`src/rtl/tile_dispatcher.sv`:
```
// tile_dispatcher: splits a raster-order IMG_W x IMG_H image into four quadrant tile streams.
// Optional feature macro TILE_SOF_CHECK_EN: a mid-frame sof restarts the frame and pulses err_sof.
module tile_dispatcher #(
   parameter int IMG_W = 64,
   parameter int IMG_H = 64,
   parameter int PIX_W = 8
) (
   input  logic             clk,
   input  logic             reset,
   input  logic             in_valid,
   output logic             in_ready,
   input  logic [PIX_W-1:0] in_pixel,
   input  logic             in_sof,
   input  logic [3:0]       tile_full,
   output logic [3:0]       tile_wr_en,
   output logic [PIX_W-1:0] tile_data,
   output logic [3:0]       pe_start,
   output logic             frame_done,
`ifdef TILE_SOF_CHECK_EN
   output logic             err_sof,
`endif
   output logic             busy
);

   localparam int CW = $clog2(IMG_W);
   localparam int RW = $clog2(IMG_H);

   typedef enum logic [1:0] {IDLE, RUN, DONE} state_t;

   state_t           r_state;
   logic [CW-1:0]    r_col;
   logic [RW-1:0]    r_row;
   logic [3:0]       r_wr_en;
   logic [3:0]       r_pe_start;
   logic [PIX_W-1:0] r_data;
   logic             r_frame_done;
`ifdef TILE_SOF_CHECK_EN
   logic             r_err_sof;
`endif

   logic [1:0]       w_q;
   logic [3:0]       w_q_onehot;
   logic             w_ready;
   logic             w_xfer;
   logic             w_last_col;
   logic             w_last_row;

   // Quadrant is just the top bit of each counter since both dimensions are powers of two.
   assign w_q        = {r_row[RW-1], r_col[CW-1]};
   assign w_q_onehot = 4'b0001 << w_q;
   assign w_last_col = &r_col;
   assign w_last_row = &r_row;

   always_comb begin
      w_ready = 1'b0;
      case (r_state)
         IDLE:    w_ready = 1'b1;
         RUN:     w_ready = ~tile_full[w_q];
         default: w_ready = 1'b0;
      endcase
   end

   assign in_ready = reset & w_ready;
   assign w_xfer   = in_valid & in_ready;

   always_ff @(posedge clk) begin
      if (!reset) begin
         r_state      <= IDLE;
         r_col        <= '0;
         r_row        <= '0;
         r_wr_en      <= '0;
         r_pe_start   <= '0;
         r_data       <= '0;
         r_frame_done <= 1'b0;
`ifdef TILE_SOF_CHECK_EN
         r_err_sof    <= 1'b0;
`endif
      end else begin
         r_wr_en      <= '0;
         r_frame_done <= 1'b0;
`ifdef TILE_SOF_CHECK_EN
         r_err_sof    <= 1'b0;
`endif
         case (r_state)
            IDLE: begin
               if (w_xfer && in_sof) begin
                  r_wr_en    <= 4'b0001;
                  r_data     <= in_pixel;
                  r_col      <= CW'(1);
                  r_row      <= '0;
                  r_pe_start <= '0;
                  r_state    <= RUN;
               end
            end
            RUN: begin
               // Bit 0 comes back one cycle after sof so the PEs see a clean start edge.
               r_pe_start <= r_pe_start | 4'b0001 | (w_xfer ? w_q_onehot : 4'b0000);
               if (w_xfer) begin
                  r_wr_en <= w_q_onehot;
                  r_data  <= in_pixel;
                  r_col   <= r_col + 1'b1;
                  if (w_last_col) begin
                     r_row <= r_row + 1'b1;
                     if (w_last_row) begin
                        r_state <= DONE;
                     end
                  end
`ifdef TILE_SOF_CHECK_EN
                  if (in_sof) begin
                     r_wr_en    <= 4'b0001;
                     r_col      <= CW'(1);
                     r_row      <= '0;
                     r_pe_start <= '0;
                     r_err_sof  <= 1'b1;
                     r_state    <= RUN;
                  end
`endif
               end
            end
            DONE: begin
               r_frame_done <= 1'b1;
               r_state      <= IDLE;
            end
            default: r_state <= IDLE;
         endcase
      end
   end

   assign tile_wr_en = r_wr_en;
   assign tile_data  = r_data;
   assign pe_start   = r_pe_start;
   assign frame_done = r_frame_done;
   assign busy       = (r_state != IDLE);
`ifdef TILE_SOF_CHECK_EN
   assign err_sof    = r_err_sof;
`endif

endmodule

```
`config.mk`:
```
export PLATFORM = sky130hd
export DESIGN_NAME = tile_dispatcher
export DESIGN_NICKNAME = d
export VERILOG_FILES = /design/src/rtl/tile_dispatcher.sv
export SDC_FILE = /design/constraint.sdc
export NUM_CORES = 1
export LEC_CHECK = 0
export CAP_MARGIN = 10
export CELL_PAD_IN_SITES_DETAIL_PLACEMENT = 1
export CELL_PAD_IN_SITES_GLOBAL_PLACEMENT = 1
export CORE_ASPECT_RATIO = 0.75
export CORE_MARGIN = 5
export CORE_UTILIZATION = 31
export CTS_CLUSTER_DIAMETER = 150
export DETAILED_ROUTE_END_ITERATION = 8
export GPL_TIMING_DRIVEN = 0
export PLACE_DENSITY_LB_ADDON = 0.3
export SYNTH_ARGS = -nofsm -noshare
export SYNTH_HDL_FRONTEND = slang
export SYNTH_SLANG_ARGS = --single-unit
export TNS_END_PERCENT = 100
```
`constraint.sdc`:
```
create_clock -name clk -period 2.4 [get_ports clk]
set_input_delay 0.6 -clock clk [delete_from_list [all_inputs] [get_ports clk]]
set_output_delay 0.6 -clock clk [all_outputs]
set_load 0.02 [all_outputs]
```
==> impl_metrics.yaml, run 1 <==
status:
  outcome: "complete, no violations"
drt:
  drt_wl_total_mm: 4.16
  ant_nets: 0
  vias: 1350
  wl_per_cell_um: 16.4
  first_iter_violations: 50
  dr.pass1.iters: 4
  drcViolationCount: 0
  via_per_inst: 5.34
logic_synthesis:
  yosysUniqueCellTypes: 41
  synthCells: 149
  ys_ff_latch: 31
  synth_area_sq_mm: 0.00132
  synth.avg_cell_area_sq_um: 8.85
  synth_edf_count: 0
  yosys_warnings: 0
  ys_seq_area_frac: 0.471
  yosys.area.top_type_share: 0.471
  ys.flop_type: "dfxtp_1"
  synthArstFlopShare: 0
  syn-num-nets: 167
  synth.area.top_cells: "dfxtp_1 47%, nand3_1 8.7%, a21oi_1 4.9%"
  yosysTopAreaCell: "dfxtp_1"
floorplanning:
  die-area_sq_mm: 0.00567
  dieWidth_um: 85.3
  fp.dieH_um: 66.5
  coreArea_sq_mm: 0.00408
  start_util: 0.323
  rows: 20
  ioPinCount: 35
finish:
  syn_to_final_growth_pct: 46.0
  drive_gt1_frac: 0.207
  fin_area_sq_mm: 0.00193
  finish.net_count: 215
  final_util: 0.472
  instances_no_fill: 253
  nFillCells: 493
  antenna-diode-count: 0
clock_tree:
  cts_max_path_buffers: 2
  clkLatencyLatePin_ns: 0.27
  numCtsBuffers: 5
  clk_pin_slew_ns: 0.06
  cts_tree: "done"
  cts_hold_buffers: 0
  cts_sinks: 31
  cts_max_level: 2
  root_buffer: "clkbuf_8"
global_routing:
  grt_max_degree: 11
  grtUsageTotal: 0.153
  met3_usage: 0.0408
  use_met1: 0.185
  first_global_vias: 1404
  grt_pass1_wl_mm: 6.80
  grt-ovfl-total: 0
  grt-busiest-layer: "met2"
  antenna_found_initial: 0
  use_met2: 0.270
setup_path:
  crit_arrival_ns: 1.76
  start_kind: "input pin"
  cp_max_fo: 10
  required_ns: 1.80
  rr_worst_depth: 6
  worstSetupEndpointType: "output pin"
  criticalPathCategory: "input pin to output pin"
  slowest_delay_ns: 0.61
  cp_cell_sequence: "clkdlybuf4s50_1, buf_2, and2_4, buf_6"
  cpMaxStageDelayCell: "clkdlybuf4s50_1"
timing:
  setup_viol: 0
  final.setup.tns_ns: 0
  hold_viol: 0
  finClkSkew_ns: 0.00368
  slew_viol_final: 0
  whs_ns: 0.466
  worst_slew_pin_slew_ns: 0.593
  period_needed_ns: 2.36
  max_freq_mhz: 424
  rsz0062_at_grt: "yes"
  period_share: 0.984
  relSlewSlack: 0.605
run:
  cap_violations: 0
placement:
  dpl.cell_count: 238
  numPortBuffers: 34
  dp_hpwl_mm: 2.95
  dpl_cell_area_sq_mm: 0.00173
  gp_congestion: 0.784
min_path:
  hold_class: "flop to flop"
  min_path_cells: 1
pwr:
  cellLeakagePower_nw: 0.682
  power_density_mw_per_mm2: 612
  ir_worst_vdd_v: 0.000301
==> area by class of cell <==
class | count | area (sq um) | share of cell area
well taps | 55 | 68.8 | 0.0357
multi-input cells | 106 | 676 | 0.351
flip-flops and latches | 31 | 622 | 0.323
inverters | 2 | 7.51 | 0.00390
clock inverters | 2 | 35.0 | 0.0182
repair buffers | 41 | 378 | 0.196
plain buffers | 10 | 56.3 | 0.0292
clock buffers | 6 | 82.6 | 0.0429
==> where the power goes <==
part	leakage (nW)	switching [W]	total, W	internal [W]
sequential	0.251	0.00000711	0.000532	0.000525
combinational	0.370	0.0000641	0.000121	0.0000566
clock	0.0612	0.000190	0.000526	0.000336
==> timing repair <==
item	4_1_cts	5_1_grt
pin swaps	4	1
gates resized for setup	24	8
buffers inserted	3	4
endpoints found under the setup margin	21	12
==> cell families (layout without fill, tap and decap cells) <==
kind of cell,after synthesis,count (layout),synth area share
DFF,31,31,0.471
adders and majority gates,2,2,0.0190
muxes,2,2,0.0247
and+or+nand+nor,59,59,0.241
AOI/OAI and AO/OA,43,43,0.203
buffers and inverters,12,61,0.0417
==> cells in the mapped netlist (2+ instances only) <==
cell	number
clkbuf_1	6
a211oi_1	3
nor2b_1	2
nor3_1	2
o21a_1	4
ha_1	2
o22ai_1	3
nor3b_1	4
dfxtp_1	31
buf_2	2
nand3_1	23
a21oi_1	13
a31oi_1	2
nor4_1	2
a31o_2	2
nand2_1	13
o21ai_0	11
==> layer usage <==
layer | vias to the layer above | part of all wire | wire length [um]
met4 | 0 | 0.0051 | 21
li1 | 648 | - | -
met5 | - | 0 | 0
met2 | 26 | 0.49 | 2050
met1 | 674 | 0.46 | 1920
met3 | 2 | 0.040 | 166
==> sequential cells by signal, summed over array words and instances, names as in the netlist <==
register,count
tile_data,8
r_col,6
r_row,6
pe_start,4
tile_wr_en,4
r_state,2
frame_done,1
==> cell usage in the layout (no fill, tap or decap), drive strengths merged, types with 4 or more instances in the layout <==
cell           synthesis  layout
a21oi                 13      13
buf                    4      13
clkbuf                 6      15
clkdlybuf4s50          0      29
dfxtp                 31      31
nand2                 13      13
nand3                 23      23
nor3b                  4       4
o21a                   4       4
o21ai                 11      11
==> worst paths after layout <==
check	to	slack [ns]	startpoint
setup / recovery	in_ready	0.04	reset
setup reg to reg	tile_wr_en[0]	0.12	r_col[5]
hold / removal	pe_start[1]	0.47	pe_start[1]
hold reg to reg	pe_start[1]	0.47	pe_start[1]
==> stage by stage <==
stage                     setup WS [ns]  power, W
after floorplan                  0.0709  0.000596
after global placement           -0.702  0.000655
after detailed placement         -0.710  0.000659
after CTS                        0.0249   0.00119
after global routing            -0.0163   0.00123
final                            0.0390   0.00118
==> critical path, delay by kind of cell <==
kind	cells	cell delay, ns
buffers and inverters	3	0.98
AND/OR/NAND/NOR	1	0.18
Power figures use the tool's default switching activity.
==> run 2: changes to the inputs <==
- ABC_AREA: not set -> 1
- CORE_UTILIZATION: 31 -> 32
- CTS_CLUSTER_SIZE: not set -> 30
==> impl_metrics.yaml, run 2 <==
drt:
  met1_length_mm: 2.10
  first_iter_violations: 38
  vias: 1412
  route.met2.wl_mm: 1.74
  wl_per_cell_um: 14.0
  ant_nets: 0
  top_layer: "met4"
  via_per_inst: 4.74
  drcViolationCount: 0
  met3_length_um: 237
  drt_wl_total_mm: 4.16
  dr.pass1.iters: 4
logic_synthesis:
  synth_area_sq_mm: 0.00155
  syn-num-nets: 217
  synthAdderAreaFrac: 0.0161
  ys_seq_area_frac: 0.400
  synth_top_family_by_area: "simple AND/OR/NAND/NOR gates"
  synthCells: 199
  ys_ff_latch: 31
  synth-simple-area-share: 0.379
  synth.most_common_cell: "nand2_1"
  synth-xor-area-share: 0
  synth_mux_area_frac: 0
  synth_common_cells: "34 x nand2_1, 31 x dfxtp_1, 27 x nor2_1, 23 x nand2_2, 14 x inv_1"
  synth.area.top_cells: "dfxtp_1 40%, nand2_2 9.3%, nand2_1 8.2%"
  ys.flop_type: "dfxtp_1"
  yosysUniqueCellTypes: 26
  synth_compound_area_frac: 0.122
  synth.avg_cell_area_sq_um: 7.79
  synthArstFlopShare: 0
  yosysTopAreaCell: "dfxtp_1"
  synth_edf_count: 0
  yosys_warnings: 0
  yosys.area.top_type_share: 0.400
finish:
  finish.net_count: 258
  antenna-diode-count: 0
  mostFrequentLayoutCell: "nand2_1"
  nFillCells: 582
  largest_register_ffs: 8
  instances_no_fill: 298
  mostFrequentLayoutCells: "34 x nand2_1, 33 x clkdlybuf4s50_1, 31 x dfxtp_1"
  syn_to_final_growth_pct: 33.2
  drive_gt1_frac: 0.241
setup_path:
  rrSetupSlack_ns: 0.58
  criticalPathCategory: "input pin to output pin"
  start_kind: "input pin"
  cp_max_fo: 2
  worstSetupEndpointType: "output pin"
  required_ns: 1.80
  crit_arrival_ns: 1.67
clock_tree:
  cts_max_level: 2
  cts_hold_buffers: 0
  clk_pin_slew_ns: 0.06
  clkLatencyLatePin_ns: 0.29
  cts_max_path_buffers: 2
  cts_sinks: 31
  numCtsBuffers: 5
  root_buffer: "clkbuf_8"
  cts_tree: "done"
timing:
  rsz0062_at_grt: "no"
  hold_viol: 0
  final.setup.tns_ns: 0
  finClkSkew_ns: 0.00502
  slew_viol_final: 0
  worst_slew_pin_slew_ns: 0.375
  max_freq_mhz: 441
  period_needed_ns: 2.27
  period_share: 0.945
  relSlewSlack: 0.749
  setup_viol: 0
  setup_slack_ns: 0.132
floorplanning:
  fp.dieH_um: 70.3
  die-area_sq_mm: 0.00635
  rows: 21
  dieWidth_um: 90.4
  ioPinCount: 35
  start_util: 0.339
  coreArea_sq_mm: 0.00457
placement:
  place_ws_ns: -0.669
  dp_hpwl_mm: 3.13
  numPortBuffers: 34
  gp_congestion: 0.758
  dpl.cell_count: 290
global_routing:
  antenna_found_initial: 0
  grtUsageTotal: 0.141
  grt_max_degree: 11
  grt-ovfl-total: 0
  grt_pass1_wl_mm: 7.05
  first_global_vias: 1445
pwr:
  cellLeakagePower_nw: 0.776
  ir_worst_vdd_v: 0.000289
  power_density_mw_per_mm2: 596
min_path:
  hold_class: "flop to flop"
status:
  outcome: "complete, no violations"
run:
  cap_violations: 0
run 2: area by class of cell:
type	instances	area, sq um	area share
buffer	6	67.6	0.0327
sequential	31	621	0.301
inverter	16	67.6	0.0327
clock buffer	8	100	0.0485
tap	57	71.3	0.0345
timing repair buffer	34	335	0.162
multi-input combinational	146	802	0.388
run 2: power by group:
group	leakage, nW	switching, W	internal, W
sequential	0.252	0.0000163	0.000535
combinational	0.472	0.000123	0.0000905
clock	0.0515	0.000203	0.000262
total	0.776	0.000343	0.000887
run 2: repair_timing:
| action | 4_1_cts | 5_1_grt |
|---|---|---|
| endpoints found under the setup margin | 1 | 1 |
| buffers inserted | 0 | 0 |
| cloned | 0 | 0 |
| gates resized for setup | 6 | 1 |
run 2: routing by layer:
metal | up-vias | global-route usage
met3 | 8 | 0.0483
met5 | - | 0
met2 | 28 | 0.199
met4 | 0 | 0.0744
li1 | 725 | -
met1 | 651 | 0.189
run 2: stage by stage:
stage,cell area (sq um),hold WS [ns],utilization,power [W]
floorplan,1550,0.452,-,0.000694
global placement,1960,0.449,0.429,0.000773
detailed placement,1960,0.456,0.429,0.000778
CTS,2070,0.467,0.453,0.00124
global route,2060,0.477,0.452,0.00129
finish,2060,0.463,0.452,0.00123
run 2: worst paths after layout:
| path | from | endpoint | cells past startpoint |
|---|---|---|---|
| max reg2reg | r_col[0] | r_row[5] | 10 |
| min | tile_data[1] | tile_data[1] | 2 |
| max | tile_full[2] | in_ready | 9 |
| min reg2reg | tile_data[1] | tile_data[1] | 2 |
run 2: logic make-up after synthesis:
family / count (synthesis)
buf+inv: 22
flops: 31
compound gates: 29
fa+ha+maj: 2
simple gates: 115
run 2: critical path, stage by stage:
cell and delay [ns]:
clkdlybuf4s50_1 0.48, nand2_2 0.05, nand2_1 0.05, nand2_1 0.06
nand2_2 0.10, nor2_1 0.04, nor2_1 0.09, nor2_1 0.05
buf_2 0.15
==> patch: new RTL, settings of run 2 <==
Add a define of `TILE_SOF_CHECK_EN`.
--- a/src/rtl/tile_dispatcher.sv
+++ b/src/rtl/tile_dispatcher.sv
@@ -1,4 +1,6 @@
 // tile_dispatcher: splits a raster-order IMG_W x IMG_H image into four quadrant tile streams.
 // Optional feature macro TILE_SOF_CHECK_EN: a mid-frame sof restarts the frame and pulses err_sof.
+`define TILE_SOF_CHECK_EN
+
 module tile_dispatcher #(
    parameter int IMG_W = 64,
Check against the original RTL (old outputs only; new: err_sof): not equivalent (a bounded check fails within 4 cycles, from zero or initial values and one cycle with reset low).
==> patch against run 2 <==
  * Highest routed layer unchanged
  * Power up 3.0%
  * Wire length increased by 0.29%
  * Synthesized cell count unchanged
  * Die area fell by 1.5%
  * Sequential cell count up 1
  * Synthesized area down 1.8%
  * Cell area down 0.48%
  * Setup slack gained 0.0018 ns
  * Critical endpoint unchanged
==> patch: results (changes against run 2) <==
most used flip-flop cell after synthesis dfxtp_1; Max VDD drop 0.375 mV (+30%); placed wire-length estimate 3050 um (-2.6%); crit path max fanout 2 (unchanged); Max clock buf depth 2 (unchanged); Clock transition at path regs 0.07 ns; sequential share of the synthesized area 42.1% (+2.0 points); clk_skew 0.00899 ns (+0.00398 ns); Routability Congestion 0.749 (-1.2%); # fillers 559 (-4.0%); Slew @ Worst Pin 0.441 ns (+0.0654 ns); DRT iter0 DRCs 41 (+7.9%); Synth area leaders dfxtp_1 42%, nor2_1 9.1%, nand2_1 7.9%; Netlist cell types 32 (+23%); global-route wire length before repair 6830 um (-3.1%); vias per inst 4.86 (+2.5%); Worst EP arrival 1.67 ns (about the same); share of cells above drive strength 1 14.9% (-9.2 points); Leak 0.792 nW (+2.1%); Net Count, Synth 217 (unchanged); dpl ws -0.674 ns (-0.00485 ns); Synth top cells by count 37 x nor2_1, 32 x dfxtp_1, 32 x nand2_1, 14 x inv_1, 12 x a21oi_1; Max H-tree Level 2 (unchanged); CP max stage delay 0.41 ns (-0.07 ns); ant diodes 0 (unchanged); fin nets 259 (+0.39%); area of the multi-input gates 778 um^2 (-3.0%); initial antenna violation count 0 (unchanged); drt pass-1 iters 4 (unchanged); max reg flops 8 (unchanged); vias in the first global route 1,441 (-0.28%); final wirelength 4180 um (+0.29%); ys async rst share 0% (unchanged); Worst path slowest cell clkdlybuf4s50_1; Total GRT Usage 14.0% (-0.15 points); Hold Crit Class reg -> reg; port bufs 34 (unchanged); maxcap violations 0 (unchanged); Placed Area 1930 um^2 (-1.4%); status finished clean; crit-path leading delay family buffers and inverters; Ys Warns 0 (unchanged); worst skew pair latency 0.29 ns (about the same); clock buffer count from CTS 5 (unchanged); largest net degree at the start of global routing 14 (+3); Hold Buf Count CTS 0 (unchanged); # setup viols final 0 (unchanged)
==> patch: logic make-up (layout without fill, tap and decap cells) <==
family                   after synthesis  in the layout  synth area share, %
AO/OA/AOI/OAI                         32             32                 12.7
XOR/XNOR                               5              5                 2.88
adder cells (fa/ha/maj)                2              2                 1.64
buffers and inverters                 23             66                 6.82
flip-flops                            32             32                 42.1
AND/OR/NAND/NOR                      105            105                 33.9
==> patch: layout make-up <==
type	instances	share of cell area [%]
well taps	57	3.47
flip-flops and latches	32	31.2
clock buffers	5	3.35
repair buffers	36	17.0
plain buffers	4	1.52
inverters	18	3.53
multi-input cells	144	37.9
clock inverters	3	2.07
==> patch: layer usage <==
layer	wire [um]	track usage, %
met3	232	3.92
met5	0	0
met2	1790	21.2
met4	38	5.12
met1	2110	18.6
==> patch: worst paths after layout <==
path	from	end	slack [ns]	cells after the start
min reg2reg	pe_start[2]	pe_start[2]	0.46	2
min	pe_start[2]	pe_start[2]	0.46	2
max reg2reg	r_state[0]	r_row[0]	0.63	10
max	tile_full[3]	in_ready	0.13	9
==> patch: what timing repair did <==
| action | 4_1_cts | 5_1_grt |
|---|---|---|
| resized for setup | 5 | 1 |
| buffers inserted | 2 | 0 |
| pin swaps | 1 | 0 |
| endpoints found under the hold margin | 0 | 0 |
| setup endpoints to repair | 1 | 1 |
==> patch: metrics by stage <==
stage | cells | TNS [ns]
after floorplan | 199 | 0
after global placement | 290 | -0.693
after detailed placement | 290 | -0.674
after CTS | 299 | 0
after global routing | 299 | 0
final | 299 | 0
==> patch: power by group <==
| group | total, W | internal, W | switching (W) |
|---|---|---|---|
| sequential | 0.000559 | 0.000548 | 0.0000116 |
| combinational | 0.000184 | 0.0000772 | 0.000107 |
| clock | 0.000524 | 0.000307 | 0.000217 |
